==> src/rtl/mem_arbiter.sv <==
// mem_arbiter: shares one 8-bit data memory between the CPU datapath and a
// host loader/debug port. One grant per cycle, round-robin between the ports,
// with a bounded host burst lock. Read data is registered back to the winner.
module mem_arbiter #(
   parameter int AW        = 8,
   parameter int DW        = 8,
   parameter int MAX_BURST = 4
) (
   input  logic          clk,
   input  logic          rst_n,
   input  logic          cpu_req,
   input  logic          cpu_we,
   input  logic [AW-1:0] cpu_addr,
   input  logic [DW-1:0] cpu_wdata,
   output logic          cpu_gnt,
   output logic          cpu_stall,
   output logic          cpu_rvalid,
   output logic [DW-1:0] cpu_rdata,
   input  logic          host_req,
   input  logic          host_we,
   input  logic [AW-1:0] host_addr,
   input  logic [DW-1:0] host_wdata,
   input  logic          host_lock,
   output logic          host_gnt,
   output logic          host_rvalid,
   output logic [DW-1:0] host_rdata,
   output logic [AW-1:0] mem_addr,
   output logic [DW-1:0] mem_wdata,
   output logic          mem_we,
   input  logic [DW-1:0] mem_rdata
);

   localparam int            BW        = $clog2(MAX_BURST + 1);
   localparam logic [BW-1:0] BURST_MAX = BW'(MAX_BURST);
   localparam logic [0:0]    LAST_CPU  = 1'b0;
   localparam logic [0:0]    LAST_HOST = 1'b1;

   logic [0:0]    r_last;
   logic [BW-1:0] r_burst_cnt;
   logic          r_cpu_rvalid;
   logic          r_host_rvalid;
   logic [DW-1:0] r_cpu_rdata;
   logic [DW-1:0] r_host_rdata;
   logic          w_lock_cont;
   logic          w_cpu_gnt;
   logic          w_host_gnt;

   // Grant decision: a lone requester always wins; under contention the host
   // keeps a locked burst until the limit, otherwise the ports alternate.
   always_comb begin
      w_lock_cont = (r_last == LAST_HOST) && host_lock && (r_burst_cnt < BURST_MAX);
      w_cpu_gnt   = 1'b0;
      w_host_gnt  = 1'b0;
      if (cpu_req && host_req) begin
         if ((r_last == LAST_HOST) && !w_lock_cont) begin
            w_cpu_gnt = 1'b1;
         end else begin
            w_host_gnt = 1'b1;
         end
      end else begin
         w_cpu_gnt  = cpu_req;
         w_host_gnt = host_req;
      end
   end

   // Memory port mux: idle cycles drive zeros so mem_we can never fire ungranted.
   always_comb begin
      mem_addr  = '0;
      mem_wdata = '0;
      mem_we    = 1'b0;
      if (w_cpu_gnt) begin
         mem_addr  = cpu_addr;
         mem_wdata = cpu_wdata;
         mem_we    = cpu_we;
      end else if (w_host_gnt) begin
         mem_addr  = host_addr;
         mem_wdata = host_wdata;
         mem_we    = host_we;
      end
   end

   // Arbitration history: last winner and saturating host burst length.
   always_ff @(posedge clk or negedge rst_n) begin
      if (!rst_n) begin
         r_last      <= LAST_HOST;
         r_burst_cnt <= '0;
      end else if (w_cpu_gnt) begin
         r_last      <= LAST_CPU;
         r_burst_cnt <= '0;
      end else if (w_host_gnt) begin
         r_last <= LAST_HOST;
         if (r_burst_cnt < BURST_MAX) begin
            r_burst_cnt <= r_burst_cnt + BW'(1);
         end
      end else begin
         r_burst_cnt <= '0;
      end
   end

   // Read return: capture memory data for a granted read, pulse rvalid once.
   always_ff @(posedge clk or negedge rst_n) begin
      if (!rst_n) begin
         r_cpu_rvalid  <= 1'b0;
         r_host_rvalid <= 1'b0;
         r_cpu_rdata   <= '0;
         r_host_rdata  <= '0;
      end else begin
         r_cpu_rvalid  <= w_cpu_gnt && !cpu_we;
         r_host_rvalid <= w_host_gnt && !host_we;
         if (w_cpu_gnt && !cpu_we) begin
            r_cpu_rdata <= mem_rdata;
         end
         if (w_host_gnt && !host_we) begin
            r_host_rdata <= mem_rdata;
         end
      end
   end

   assign cpu_gnt     = w_cpu_gnt;
   assign host_gnt    = w_host_gnt;
   assign cpu_stall   = cpu_req && !w_cpu_gnt;
   assign cpu_rvalid  = r_cpu_rvalid;
   assign cpu_rdata   = r_cpu_rdata;
   assign host_rvalid = r_host_rvalid;
   assign host_rdata  = r_host_rdata;

endmodule
==> config.mk <==
export PLATFORM = sky130hd
export DESIGN_NAME = mem_arbiter
export DESIGN_NICKNAME = d
export VERILOG_FILES = /design/src/rtl/mem_arbiter.sv
export SDC_FILE = /design/constraint.sdc
export NUM_CORES = 1
export LEC_CHECK = 0
export CAP_MARGIN = 20
export CORE_MARGIN = 2
export CORE_UTILIZATION = 33
export DETAILED_ROUTE_END_ITERATION = 10
export PLACE_DENSITY = 0.8
export SLEW_MARGIN = 20
export SYNTH_ARGS = -nofsm -noshare
export SYNTH_HDL_FRONTEND = slang
export SYNTH_SLANG_ARGS = --single-unit
==> constraint.sdc <==
create_clock -name clk -period 2.2 [get_ports clk]
set_input_delay 0.44 -clock clk [delete_from_list [all_inputs] [get_ports clk]]
set_output_delay 0.44 -clock clk [all_outputs]
set_load 0.1 [all_outputs]
==> impl_metrics.env <==
export IMPL_cts_h_tree_depth=1
export IMPL_crit_type="in2out"
export IMPL_synth_top_cell_by_area="dfrtp_1"
export IMPL_total_leakage_power_nw=1.14
export IMPL_outcome="completed"
export IMPL_grt_max_degree=13
export IMPL_slew_viol_final=0
export IMPL_setup_tns_ns=0
export IMPL_hold_viol_final=0
export IMPL_synthesis_nets=128
export IMPL_number_of_global_route_vias_before_repair=1132
export IMPL_final_cell_count_no_fill=222
export IMPL_drtIter0Drc=25
export IMPL_cts_buf_count=3
export IMPL_drc_errors=0
export IMPL_maxSlewHeadroom=0.682
export IMPL_root_buffer_cell="clkbuf_4"
export IMPL_syn_area_um2=1080
export IMPL_endpoint_kind="primary output"
export IMPL_place_congestion=0.731
export IMPL_insertion_delay_ns=0.30
export IMPL_floorplan_initialDensity=0.350
export IMPL_total_die_area_um2=3740
export IMPL_detailroute_via_count=1055
export IMPL_rsz0062_at_grt="true"
export IMPL_crit_path_max_fanout=4
export IMPL_final_layout_size_suffix_gt1_frac=0.539
export IMPL_placeableCoreArea_um2=3080
export IMPL_total_routed_length_mm=3.74
export IMPL_worstHoldPathType="in2async"
export IMPL_arrival_ns=1.73
export IMPL_synth_async_reset_ratio=1.00
export IMPL_yosys_warnings=0
export IMPL_number_of_antenna_violations_at_the_first_check_in_global_routing=0
export IMPL_fmax_mhz=460
export IMPL_ant_nets=0
export IMPL_cell_variety_after_synth=21
export IMPL_antennaDiodeCount=0
export IMPL_synth_area_leaders="dfrtp_1 49%, a22o_1 15%, mux2_4 11%, mux2_2 8.4%, dfstp_2 2.4%"
export IMPL_place_hpwl_mm=2.79
export IMPL_die_height_um=61.2
export IMPL_fin_crit_ns=2.17
export IMPL_yosys_register_bits=22
export IMPL_fin_worst_skew_ns=0.0113
export IMPL_worst_pin_slew_ns=0.475
export IMPL_finalCritPeriodShare=0.989
export IMPL_required_ns=1.76
export IMPL_die_w_um=61.2
export IMPL_placementRows=20
export IMPL_nFillCells=181
export IMPL_cts_buffer_depth=2
export IMPL_worst_setup_path_start_kind="input port"
export IMPL_sequential_fraction_of_the_synthesis_area=0.512
export IMPL_wl_per_cell_um=16.9
export IMPL_max_vdd_ir_drop_v=0.000431
export IMPL_final_setup_viol_count=0
export IMPL_synth_top_flop_cell="dfrtp_1"
export IMPL_power_per_cell_area_nw_per_um2=835
export IMPL_postCtsHoldBufs=0
export IMPL_io_pin_count=85
export IMPL_globalRouteOverflowTotal=0
export IMPL_post_route_util=0.806
export IMPL_synth_enable_flop_cells=0
export IMPL_tritoncts="built"
export IMPL_proportion_of_netlist_area_held_by_the_largest_area_contributor=0.487
export IMPL_detail_route_vias_per_cell=4.75
export IMPL_grt_first_pass_wirelength_mm=5.53
export IMPL_dp_cells=210
export IMPL_grt_total_usage=0.206
export IMPL_finalNetCount=227
export IMPL_flow_area_growth_from_synthesis_pct=130
export IMPL_clock_sinks=22
export IMPL_postSynthAreaPerCell_um2=13.5
export IMPL_power_total_w=0.00207
export IMPL_clk_transition_reported_paths_ns=0.12
export IMPL_drt_pre_antenna_iters=4
export IMPL_max_cap_viol_count=0
export IMPL_postSynthCellCount=80
export IMPL_buffers_added_on_ports=84
## routing by layer
| metal | GRT usage | part of all wire | vias up |
|---|---|---|---|
| met3 | 0.0966 | 0.12 | 0 |
| met2 | 0.353 | 0.51 | 66 |
| met5 | 0 | 0 | - |
| li1 | - | - | 490 |
| met1 | 0.229 | 0.37 | 499 |
| met4 | 0.0590 | 0 | 0 |
## Yosys cell counts (all sizes together), types with 2 or more instances
cell type,count
nand2b,2
buf,4
dfrtp,21
mux2,16
nor2b,2
nand2,2
inv,3
a22o,18
clkbuf,2
and2,2
## cells by family after synthesis
kind of cell,count (synthesis),share of synthesized area
mux,17,0.204
simple gates,9,0.0545
fa+ha+maj,1,0.0116
compound gates,21,0.162
xor+xnor,1,0.00812
buf+inv,9,0.0476
flops,22,0.512
## flip-flops by register name, indices dropped and copies added, names as in the netlist
signal and cells:
cpu_rdata 8, host_rdata 8, r_burst_cnt 3, cpu_rvalid 1, host_rvalid 1, r_last 1
## cell usage in the layout, fill, tap and decap left out, types with 3 or more instances in the layout
cell type	netlist	routed
dlygate4sd2_1	0	3
clkbuf_4	0	3
buf_4	0	28
buf_12	0	21
a22o_4	0	18
mux2_2	8	8
dfrtp_1	21	21
mux2_4	8	8
clkdlybuf4s50_1	0	43
## worst max-delay path, stage by stage
cell and delay (ns):
dlygate4sd2_1 0.27, and2_4 0.17, a22o_4 0.28, clkbuf_16 0.17, a22o_4 0.24, buf_12 0.16
## final cells by class
| type | instances | area [um^2] | share of cell area |
|---|---|---|---|
| clock buffers | 4 | 26.3 | 0.0106 |
| multi-input cells | 49 | 647 | 0.261 |
| flip-flops and latches | 22 | 552 | 0.222 |
| inverters | 3 | 11.3 | 0.00454 |
| repair buffers | 100 | 1190 | 0.480 |
| well taps | 44 | 55.1 | 0.0222 |
## path summary, 6_finish.rpt
kind	from	endpoint	slack [ns]	cells after the start
worst max-delay path	cpu_req	mem_wdata[2]	0.03	6
worst min-delay path	rst_n	host_rvalid	0.45	1
worst max register to register	r_last	cpu_rdata[3]	0.25	7
worst min register to register	r_last	r_last	0.50	2
max in group asynchronous	rst_n	r_last	1.13	2
min in group clk	r_last	r_last	0.50	2
## repair_timing
action                     CTS  global route
resized for setup           17             4
setup buffers                3             1
cloned                       2             2
pin swaps                    1            18
setup endpoints to repair   17            17
## per-stage QoR
step | hold slack [ns] | setup WS, ns | area (um^2)
after global placement | 0.474 | -0.134 | 2250
after CTS | 0.457 | 0.0353 | 2420
after global routing | 0.486 | -0.0233 | 2480
after detailed placement | 0.488 | -0.170 | 2250
after floorplan | 0.144 | 0.0758 | 1170
final | 0.451 | 0.0251 | 2480
## report_power, final
part	leakage (nW)	internal, W	switching [W]
logic	0.862	0.000473	0.000903
registers	0.265	0.000475	0.0000403
clock network	0.0150	0.0000705	0.000110
(Power assumes the default switching activity.)
